File: config.mk
export PLATFORM = sky130hd
export DESIGN_NAME = uart_tx_arbiter
export DESIGN_NICKNAME = d
export VERILOG_FILES = /design/src/rtl/uart_tx_arbiter.sv
export SDC_FILE = /design/constraint.sdc
export NUM_CORES = 1
export LEC_CHECK = 0
export CELL_PAD_IN_SITES_DETAIL_PLACEMENT = 1
export CELL_PAD_IN_SITES_GLOBAL_PLACEMENT = 1
export CORE_MARGIN = 2
export CORE_UTILIZATION = 30
export CTS_CLUSTER_SIZE = 25
export DETAILED_ROUTE_END_ITERATION = 8
export MAX_ROUTING_LAYER = met4
export PLACE_DENSITY = 0.76
export SYNTH_ARGS = -nofsm -noshare
export SYNTH_HDL_FRONTEND = slang
export SYNTH_SLANG_ARGS = --single-unit
File: constraint.sdc
create_clock -name clk -period 2.25 [get_ports clk]
set_input_delay 0.225 -clock clk [delete_from_list [all_inputs] [get_ports clk]]
set_output_delay 0.225 -clock clk [all_outputs]
set_load 0.005 [all_outputs]
File: src/rtl/uart_tx_arbiter.sv
`default_nettype none
// +--------------------------------------------------------------------------+
// | uart_tx_arbiter                                                          |
// | Shares one uart_tx serialiser between N_REQ byte-stream requesters using |
// | round-robin arbitration at packet granularity.                          |
// | Optional: define UART_ARB_TIMEOUT_EN to revoke idle grants.             |
// | Revision: 1.0                                                            |
// +--------------------------------------------------------------------------+
module uart_tx_arbiter #(
  parameter int N_REQ          = 4,
  parameter int TIMEOUT_CYCLES = 1024
) (
  input  logic               clk,
  input  logic               rst,
  input  logic [N_REQ-1:0]   req_valid,
  input  logic [8*N_REQ-1:0] req_data,
  input  logic [N_REQ-1:0]   req_last,
  output logic [N_REQ-1:0]   req_ready,
  output logic [N_REQ-1:0]   grant,
  output logic               send,
  output logic [7:0]         data,
  input  logic               uart_busy,
  output logic               busy
);

  localparam int IW = $clog2(N_REQ);

  typedef enum logic [1:0] {
    S_IDLE  = 2'd0,
    S_LOAD  = 2'd1,
    S_START = 2'd2,
    S_DRAIN = 2'd3
  } state_t;

  generate
    if (N_REQ < 2 || N_REQ > 8 || TIMEOUT_CYCLES < 2 || TIMEOUT_CYCLES > 65536) begin : g_bad_cfg
      $error("uart_tx_arbiter: parameter out of range");
    end
  endgenerate

  state_t           r_state, w_state_nxt;
  logic [IW-1:0]    r_rr_ptr, w_rr_ptr_nxt;
  logic [IW-1:0]    r_gidx, w_gidx_nxt;
  logic [IW-1:0]    w_win, w_cand;
  logic             w_found;
  logic [N_REQ-1:0] r_grant, w_grant_nxt;
  logic             r_send, w_send_nxt;
  logic [7:0]       r_data, w_data_nxt;
  logic             r_last_q, w_last_q_nxt;
  logic             r_busy;
`ifdef UART_ARB_TIMEOUT_EN
  logic [15:0]      r_to_cnt, w_to_cnt_nxt;
`endif

  // Search starts just after the last completed owner and wraps around.
  always_comb begin
    w_found = 1'b0;
    w_win   = '0;
    w_cand  = '0;
    for (int k = 1; k <= N_REQ; k++) begin
      w_cand = IW'((32'(r_rr_ptr) + 32'(k)) % 32'(N_REQ));
      if (!w_found && req_valid[w_cand]) begin
        w_found = 1'b1;
        w_win   = w_cand;
      end
    end
  end

  always_comb begin
    w_state_nxt  = r_state;
    w_rr_ptr_nxt = r_rr_ptr;
    w_gidx_nxt   = r_gidx;
    w_grant_nxt  = r_grant;
    w_send_nxt   = 1'b0;
    w_data_nxt   = r_data;
    w_last_q_nxt = r_last_q;
`ifdef UART_ARB_TIMEOUT_EN
    w_to_cnt_nxt = r_to_cnt;
`endif
    case (r_state)
      S_IDLE: begin
        if (|req_valid && !uart_busy) begin
          w_grant_nxt        = '0;
          w_grant_nxt[w_win] = 1'b1;
          w_gidx_nxt         = w_win;
          w_state_nxt        = S_LOAD;
`ifdef UART_ARB_TIMEOUT_EN
          w_to_cnt_nxt       = '0;
`endif
        end
      end
      S_LOAD: begin
        if (req_valid[r_gidx]) begin
          w_data_nxt   = req_data[{r_gidx, 3'b000} +: 8];
          w_last_q_nxt = req_last[r_gidx];
          w_send_nxt   = 1'b1;
          w_state_nxt  = S_START;
        end
`ifdef UART_ARB_TIMEOUT_EN
        else if (r_to_cnt == 16'(TIMEOUT_CYCLES - 1)) begin
          // Stalled owner forfeits its turn; nothing is sent.
          w_rr_ptr_nxt = r_gidx;
          w_grant_nxt  = '0;
          w_state_nxt  = S_IDLE;
        end else begin
          w_to_cnt_nxt = r_to_cnt + 16'd1;
        end
`endif
      end
      S_START: begin
        if (uart_busy) w_state_nxt = S_DRAIN;
      end
      S_DRAIN: begin
        if (!uart_busy) begin
          if (r_last_q) begin
            w_rr_ptr_nxt = r_gidx;
            w_grant_nxt  = '0;
            w_state_nxt  = S_IDLE;
          end else begin
            w_state_nxt  = S_LOAD;
`ifdef UART_ARB_TIMEOUT_EN
            w_to_cnt_nxt = '0;
`endif
          end
        end
      end
      default: w_state_nxt = S_IDLE;
    endcase
  end

  always_ff @(posedge clk or posedge rst) begin
    if (rst) begin
      r_state  <= S_IDLE;
      r_rr_ptr <= IW'(N_REQ - 1);
      r_gidx   <= '0;
      r_grant  <= '0;
      r_send   <= 1'b0;
      r_data   <= 8'h00;
      r_last_q <= 1'b0;
      r_busy   <= 1'b0;
`ifdef UART_ARB_TIMEOUT_EN
      r_to_cnt <= '0;
`endif
    end else begin
      r_state  <= w_state_nxt;
      r_rr_ptr <= w_rr_ptr_nxt;
      r_gidx   <= w_gidx_nxt;
      r_grant  <= w_grant_nxt;
      r_send   <= w_send_nxt;
      r_data   <= w_data_nxt;
      r_last_q <= w_last_q_nxt;
      r_busy   <= |w_grant_nxt;
`ifdef UART_ARB_TIMEOUT_EN
      r_to_cnt <= w_to_cnt_nxt;
`endif
    end
  end

  assign req_ready = r_grant & {N_REQ{r_state == S_LOAD}};
  assign grant     = r_grant;
  assign send      = r_send;
  assign data      = r_data;
  assign busy      = r_busy;

endmodule
`default_nettype wire
Yosys cells after proc, flatten, opt, wreduce, memory -nomap -nowiden
Index checks and enable logic that the tools add are counted.

Bits of input ports: 43. Logic and storage cells: 78. Output and inout port bits: 18. Register bits after elaboration: 21.

Bitwise gates (word level): 2. Shifts and indexed selects: 1. Muxes and demuxes: 33. Add/sub/neg operators: 4. Equal/unequal tests: 7. $lt $le $gt $ge: 7. Reductions and logical operators: 16.

Operators with widths (count): 32-bit by 6-bit variable part select with 8-bit output (1); 2-bit by 3-bit less-than comparator with 1-bit output (second input constant) (6); 2-bit 2-to-1 mux (8); 1-bit 2-to-1 mux (13); 1-bit binary-select mux with 2-bit select (6); 4-bit 2-to-1 mux (3); 2-bit != test (second input constant) (4); 2-bit one-hot mux with 4 select lines (1); 4-bit one-hot mux with 2 select lines (1); 4-bit OR reduction (2); 1-bit logical AND (5); 2-bit by 1-bit adder with 2-bit output (second input constant) (2); 2-bit adder (second input constant) (2); 4-bit bitwise AND (1); 2-bit equality test (second input constant) (2); 1-bit zero test (4); 2-bit AND reduction (2); 4-bit AND reduction (1); 3-bit AND reduction (1); 1-bit demux with 2-bit select (1); 2-bit by 1-bit equality test with 1-bit output (second input constant) (1); 2-bit by 1-bit >= comparator with 1-bit output (second input constant) (1); 2-bit zero test (1); 1-bit NOT (1).

Depth between registers and ports, before layout
Gate-level depths: netlist of run 1.

Depth after elaboration: 20. Mapped depth: 6. Mapped depth without buffers: 6.

Worst setup path after synthesis of run 1
Ideal clock, no wire load.

Path kind: reg-to-reg. Start point: reg r_state[1]. End point: reg r_state[1]. Period minus slack after synthesis: 1.683 ns. Buffers on the path: 0. Library setup time: 0.120 ns. Stages on the path, launching flop included: 7. Data arrival time: 1.563 ns. Setup slack: 0.567 ns. Path through: dfrtp_1 inv_1 ha_1 and2_0 a222oi_1 a21oi_1 a31o_1.

Word-level cells in the longest chain between the ends: 3. Elaborated cells on any way between the ends: 10. Those cells by class: eq/ne (7); mux (1); reduce/logical (2).

RTL lines: start: declaration (line 41) `state_t r_state, w_state_nxt;`; start signal: assignment (line 145) `r_state <= w_state_nxt;`; 2-bit by 1-bit equality test with 1-bit output, or another cell as far along (line 80) `case (r_state)`; 2-bit != test (no source line); 4-bit AND reduction (no source line).

Several ways; a longest one is shown, not always the timed one. A chain may end at the register's enable or synchronous reset.

Worst setup path in the final report of run 1
Start point: reg r_state[1]. End point: reg r_state[0].

Same word-level chain as after synthesis.

==> results of run 1 <==
[registers in the layout, summed over array words and instances (netlist names)]
name / count
send: 1
data: 8
grant: 4
r_rr_ptr: 2
r_state: 2
r_last_q: 1
busy: 1
r_gidx: 2
[critical path, cell delays in order (launching register included)]
cell      delay [ns]
dfrtp_1         0.41
inv_1           0.10
ha_1            0.27
and2_0          0.19
a222oi_1        0.55
o211ai_1        0.19
a32oi_1         0.22
[layout make-up]
cell class | count | area (um^2)
Timing Repair Buffer | 65 | 638
Sequential cell | 21 | 528
Tap cell | 50 | 62.6
Inverter | 5 | 18.8
Clock buffer | 4 | 45.0
Fill cell | 430 | 2040
Multi-Input combinational cell | 72 | 727
[Yosys cell counts (3+ instances only)]
cell type and instances:
ha_1 4, nand2b_1 4, mux2_2 12, mux4_2 9, and2_1 4, dfrtp_1 19
inv_1 5, nor2_1 3, a21o_1 3, mux2i_1 3
[per-layer routing]
layer | track usage | part of all wire | up-vias
li1 | - | - | 520
met1 | 0.207 | 0.40 | 563
met2 | 0.294 | 0.54 | 41
met3 | 0.0523 | 0.052 | 4
met4 | 0.0327 | 0.0098 | 0
met5 | - | 0 | -
[cell families (layout without fill, tap and decap cells)]
logic type,after synthesis,after routing,share of synthesized area
simple gates,26,26,0.130
mux,25,25,0.296
buf+inv,7,74,0.0215
flops,21,21,0.412
fa+ha+maj,4,4,0.0390
compound gates,17,17,0.102
[through the flow]
stage / hold WS, ns / power (uW) / cell area [um^2]
finish: 0.295 / 2340 / 2020
global route: 0.322 / 2530 / 2020
CTS: 0.307 / 2390 / 2020
detailed placement: 0.493 / 2120 / 1970
global placement: 0.489 / 2050 / 1970
floorplan: 0.200 / 1520 / 1280
[power groups by stage]
stage                     sequential [uW]  combinational (uW)  clock, uW
after global routing                  776                1470        283
after detailed placement              755                1370          0
after global placement                737                1310          0
after CTS                             749                1370        265
final                                 741                1350        250
after floorplan                       709                 808          0
[path summary, 6_finish.rpt]
path | start | to | slack (ns) | depth (start not counted)
hold reg to reg | data[4] | data[4] | 0.51 | 1
max in group asynchronous | rst | r_rr_ptr[1] | 1.67 | 3
hold / removal | rst | data[4] | 0.29 | 3
setup / recovery | r_state[1] | r_state[0] | 0.24 | 6
min in group clk | data[4] | data[4] | 0.51 | 1
setup reg to reg | r_state[1] | r_state[0] | 0.24 | 6
==> qor.csv, run 1 <==
metric,value,unit
status,finished clean,
Seq pwr share,0.316,
CTS sink cnt,21,
Vias/cell,5.20,
hpwl dp,3140,um
Util after Layout,0.498,
grt total ovfl,0,
Max Freq,496,MHz
num rows,23,
Setup WS pre-CTS,0.284,ns
fin. max-slew vios,0,
Worst Hold Class,in2async,
die area,4810,um^2
cts bufs inserted,3,
RSZ-0062 raised after global routing,false,
root buf cell,clkbuf_8,
synth unique cells,38,
Clock transition at path regs,0.08,ns
# DRC,0,
"area leader, netlist",dfrtp_1,
"commonest cells after routing, fill and taps aside","clkdlybuf4s50_1 (60), dfrtp_1 (19), mux2_2 (12)",
gp weighted congestion,0.815,
Synth-to-Final Area Change,57.5,%
setup bufs post-CTS,0,
Die Y,69.4,um
Layout Cells excl Fill,217,
Syn. warnings,0,
fin crit share,0.895,
ys async rst share,1.00,
Via Count,1128,
sw frac,0.355,
DRT Wirelength,3880,um
setup TNS,0,ns
worst vdd ir,0.564,mV
CTS hold repair buffers,0,
Net Switching,831,uW
Mapped Nets,147,
Mapped Cells,100,
first-pass GRT wire length,6560,um
DRT iter0 DRCs,31,
"Data required, critical path",2.43,ns
"top cells by area, synth","dfrtp_1 (37%), mux4_2 (16%), mux2_2 (11%)",
Core Area,4060,um^2
"Top FF cell, synth",dfrtp_1,
CP Max Fanout,7,
ANT cells,0,
Yosys top cell area share,0.371,
initial antenna violation count,0,
vias in the first global route,1285,
Slew @ Worst Pin,0.586,ns
mapped cell area,1280,um^2
post_cts resized,0,
worst skew pair latency,0.26,ns
GRT Util Overall,0.174,
max cap viols,0,
CP startpoint kind,flop,
Logic pwr share,0.577,
quantity of I/O buffers inserted on ports,60,
static leakage,0.000826,uW
Final Hold Vio Count,0,
power per cell area,1160,nW/um^2
Wirelength per Cell,17.9,um
post-synthesis register bit count,21,
worst rel slew slack,0.609,
DR pass1 iterations,5,
Initial Util,0.316,
synthesized area per cell,12.8,um^2
CP Capture Type,flop,
Clk pwr share,0.107,
Post-synth EDFFs,0,
Nets,215,
CTS H-tree lvls,1,
arrival time worst endpoint,2.19,ns
min Tclk post-route,2.01,ns
num ports,61,
Die X-Extent,69.4,um
Final setup viols,0,
Final ANT Viol Nets,0,
placed insts,213,
P_int,1510,uW
crit path kind,reg2reg,
largest net degree at the start of global routing,22,
post-route worst setup slack,0.235,ns
clk_skew,0.00335,ns
"Seq/Total Area, Yosys",0.412,
"commonest non-fill, non-tap cell in the layout",clkdlybuf4s50_1,
CTS tree,built,
Clock Path Buffers,2,
layout cells sized above 1,0.210,
Power figures use the tool's default switching activity.
==> run 2, diff against run 1 <==
- MAX_ROUTING_LAYER: met4 -> default
- SKIP_CTS_REPAIR_TIMING: default -> 1
==> qor.csv, run 2 (synthesis gave the netlist of run 1 again) <==
metric,value,unit,change
fin. max-slew vios,0,,unchanged
largest net degree at the start of global routing,22,,unchanged
Largest register FFs,8,,unchanged
# DRC,0,,unchanged
"commonest non-fill, non-tap cell in the layout",clkdlybuf4s50_1,,unchanged
layout cells sized above 1,0.210,,unchanged
CP startpoint kind,flop,,unchanged
first-pass GRT wire length,6570,um,was 6560 um
gp weighted congestion,0.803,,was 0.815
worst vdd ir,0.564,mV,about the same
clk_skew,0.00305,ns,was 0.00335 ns
"commonest cells after routing, fill and taps aside","clkdlybuf4s50_1 (60), dfrtp_1 (19), mux2_2 (12)",,unchanged
Vias/cell,5.19,,was 5.20
CP Capture Type,flop,,unchanged
CTS H-tree lvls,1,,unchanged
worst skew pair latency,0.26,ns,about the same
Core Area,4060,um^2,unchanged
Synth-to-Final Area Change,57.5,%,unchanged
vias in the first global route,1283,,was 1285
Slew @ Worst Pin,0.586,ns,unchanged
CTS sink cnt,21,,unchanged
max cap viols,0,,unchanged
power per cell area,1160,nW/um^2,about the same
arrival time worst endpoint,2.19,ns,about the same
Max Freq,496,MHz,about the same
root buf cell,clkbuf_8,,unchanged
worst reg2reg startpoint,r_state[1],,unchanged
num ports,61,,unchanged
Worst R2R Setup Slack,0.23,ns,was 0.24 ns
die area,4810,um^2,unchanged
Final Hold Vio Count,0,,unchanged
DRT Wirelength,3880,um,about the same
Worst Setup EP,r_state[0],,unchanged
Die Y,69.4,um,unchanged
grt total ovfl,0,,unchanged
ANT cells,0,,unchanged
Final setup viols,0,,unchanged
Min Hold Slack,0.295,ns,about the same
GRT Util Overall,0.169,,was 0.174
RSZ-0062 raised after global routing,false,,unchanged
Via Count,1127,,was 1128
reg-to-reg endpoint,r_state[0],,unchanged
fin crit share,0.896,,was 0.895
quantity of I/O buffers inserted on ports,60,,unchanged
"Data required, critical path",2.43,ns,about the same
status,finished clean,,unchanged
static leakage,0.000826,uW,unchanged
Nets,215,,unchanged
CP startpoint,r_state[1],,unchanged
num rows,23,,unchanged
hpwl dp,3140,um,unchanged
Initial Util,0.316,,unchanged
worst rel slew slack,0.609,,unchanged
initial antenna violation count,0,,unchanged
Wirelength per Cell,17.9,um,about the same
Clock transition at path regs,0.08,ns,about the same
setup TNS,0,ns,unchanged
CP Max Fanout,7,,unchanged
Final ANT Viol Nets,0,,unchanged
DR pass1 iterations,5,,unchanged
worst reg2reg path depth,6,,unchanged
DRT iter0 DRCs,34,,was 31
Die X-Extent,69.4,um,unchanged
min Tclk post-route,2.02,ns,was 2.01 ns
CTS tree,built,,unchanged
Clock Path Buffers,2,,unchanged
crit path kind,reg2reg,,unchanged
cts bufs inserted,3,,unchanged
Worst Hold Class,in2async,,unchanged
==> run 2: metal layers <==
layer  wire [um]  up-vias  share of wire  GRT usage
li1            -      520              -          -
met5           0        -              0          0
met3         223        4          0.058     0.0581
met2        2080       43           0.54      0.293
met4          38        0         0.0098     0.0327
met1        1540      560           0.40      0.205
==> run 2: layout make-up <==
class                           instances  area (um^2)
Inverter                                5         18.8
Fill cell                             430         2040
Sequential cell                        21          528
Tap cell                               50         62.6
Timing Repair Buffer                   65          638
Clock buffer                            4         45.0
Multi-Input combinational cell         72          727
==> run 2: how the worst min path moves through the flow <==
| stage | from | endpoint | slack [ns] | depth (start not counted) |
|---|---|---|---|---|
| 6_report | rst | data[4] | 0.30 | 3 |
| 5_1_grt | rst | data[4] | 0.32 | 3 |
| 4_1_cts | rst | busy | 0.31 | 3 |
| 3_5_place_dp | data[4] | data[4] | 0.49 | 1 |
| 3_3_place_gp | data[1] | data[1] | 0.49 | 1 |
| 2_1_floorplan | rst | busy | 0.20 | 1 |
==> run 2: through the flow <==
step	setup WS, ns	utilization	instance area [um^2]	cells	power (uW)
final	0.235	0.498	2020	217	2340
after CTS	0.217	0.498	2020	217	2390
after global placement	0.387	0.487	1970	213	2050
after detailed placement	0.284	0.487	1970	213	2120
after global routing	0.0776	0.498	2020	217	2540
after floorplan	0.567	-	1280	100	1520
==> run 2: critical path, cell delays in order (launching register included) <==
cell      delay, ns
dfrtp_1        0.41
inv_1          0.10
ha_1           0.27
and2_0         0.19
a222oi_1       0.55
o211ai_1       0.19
a32oi_1        0.22
==> run 2: where the power goes <==
group / internal [uW] / total [uW] / switching, uW
combinational: 809 / 1350 / 542
sequential: 576 / 741 / 165
clock: 126 / 250 / 124
==> variant (config.mk and constraints of run 2) <==
Change the parameter `N_REQ` from 4 to 8.
--- a/src/rtl/uart_tx_arbiter.sv
+++ b/src/rtl/uart_tx_arbiter.sv
@@ -8,5 +8,5 @@
 // +--------------------------------------------------------------------------+
 module uart_tx_arbiter #(
-  parameter int N_REQ          = 4,
+  parameter int N_REQ          = 8,
   parameter int TIMEOUT_CYCLES = 1024
 ) (
Interface: changed (5 resized); port bits go from 61 to 109. The function was not compared with the original's and may differ.
==> variant against run 2 <==
The flow now finishes with violations (negative setup slack). Die area increased by 110%. Critical path type unchanged. Setup slack worse by 1100 ps. Power increased to 3.4 times the old value. Cell area up 140%. Sequential cell count up 6. Wire length grew to 2.8 times the old value. First-iteration DRC count grew to 2.6 times the old value. Area after synthesis up 110%.
==> variant: results (changes against run 2) <==
- Total track usage: 0.1968 (was 0.1692)
- Most frequent cells after synthesis: mux4_2, mux2i_1, nand2_1, dfrtp_1, a21oi_1 (was dfrtp_1, mux2_2, mux4_2, inv_1)
- Fraction of layout instances using a drive strength above 1: 0.3846 (was 0.2096)
- Worst path slowest cell: dfstp_2 (was a222oi_1)
- Vias in the first global route: 3121 (was 1283)
- Final setup vio count: 11 (was 0)
- Worst vdd ir: 849.4 uV (was 564.4 uV)
- Leak pwr: 1.974 nW (was 0.8263 nW)
- Seq/Total Area, Yosys: 0.2487 (was 0.4117)
- Minimum hold slack: 292.9 ps (was 295.1 ps)
- Total number of vias: 2943 (was 1127)
- Synthesized Nets: 343 (was 147)
- First-pass GRT wire length: 15.74 mm (was 6.568 mm)
- FF-to-FF End: grant[5] (was r_state[0])
- Final Net Count: 506 (was 215)
- Status: finished, violations left (was finished clean)
- Detailed Route Iter0 Violations: 90 (was 34)
- Synth cell types: 56 (was 38)
- Area contributors post-synth: mux4_2, dfrtp_1, mux2i_1 (was dfrtp_1, mux4_2, mux2_2)
- Clk slew on worst S/H paths: 100 ps (was 80 ps)
- DP Worst Slack: -773.3 ps (was 283.8 ps)
- Clk Latency, worst-skew pair: 280 ps (was 260 ps)
- Critical Path Max Stage Delay: 610 ps (was 550 ps)
- WP data arrival: 3260 ps (was 2190 ps)
- Largest net degree at the start of global routing: 28 (was 22)
- Final Wtd Congestion: 0.8738 (was 0.8028)
- R2R depth: 9 (was 6)
- Worst Tran Pin Value: 502.5 ps (was 586.0 ps)
- Failing checks: negative setup slack
- Worst setup margin: -846.9 ps (was 234.6 ps)
- Pre-antenna DRT Iters: 4 (was 5)
[variant: changes by cell type in the layout (fill, tap and decap cells not counted), moves of 8 or more]
cell and delta:
nand2_1 +23, mux4_2 +21, a21oi_1 +8, o21ai_0 +9, clkdlybuf4s50_1 +48, mux2i_1 +14, buf_4 +54
[variant: routing by layer]
layer	up-vias	GRT usage	routed length, um
met5	-	0	0
met4	0	0.02950	241
met3	20	0.04638	748
met2	141	0.3675	5751
met1	1460	0.2338	4010
li1	1322	-	-
[variant: logic make-up after synthesis]
kind of cell    count (synthesis)  synth area share
fa+ha+maj                       6           0.02748
buf+inv                        28           0.04810
xor+xnor                        2          0.006414
simple gates                   64            0.1177
compound gates                 59            0.1539
flops                          27            0.2487
mux                            68            0.3976
[variant: final cells by class]
| cell class | instances | area, um2 |
|---|---|---|
| fillers | 939 | 3973 |
| multi-input cells | 199 | 2238 |
| repair buffers | 175 | 1640 |
| flip-flops and latches | 27 | 679.4 |
| well taps | 108 | 135.1 |
| inverters | 11 | 48.80 |
| clock buffers | 3 | 41.29 |
| clock inverters | 1 | 7.507 |
[variant: per-stage QoR]
| stage | TNS [ps] | instances |
|---|---|---|
| after global placement | -6677 | 511 |
| after floorplan | -6592 | 254 |
| final | -8219 | 524 |
| after CTS | -8190 | 515 |
| after global routing | -9056 | 524 |
| after detailed placement | -7840 | 511 |
[variant: how the worst max path moves through the flow]
stage                     slack (ps)        to  cells past startpoint
after floorplan                 -720  grant[7]                     12
after global placement          -680  grant[4]                      8
after detailed placement        -770  grant[1]                      9
after CTS                       -830  grant[2]                      9
after global routing            -930  grant[5]                      9
final                           -850  grant[5]                      9
[variant: power by group]
part / total [mW] / internal [mW] / switching, mW
combinational: 6.70 / 3.42 / 3.28
clock: 0.292 / 0.126 / 0.166
sequential: 0.973 / 0.737 / 0.236
[variant: critical path, delay by kind of cell, from the launching register on]
kind            cells  cell delay [ps]
mux                 2              910
compound gates      5             1190
buf+inv             2              270
flops               1              610
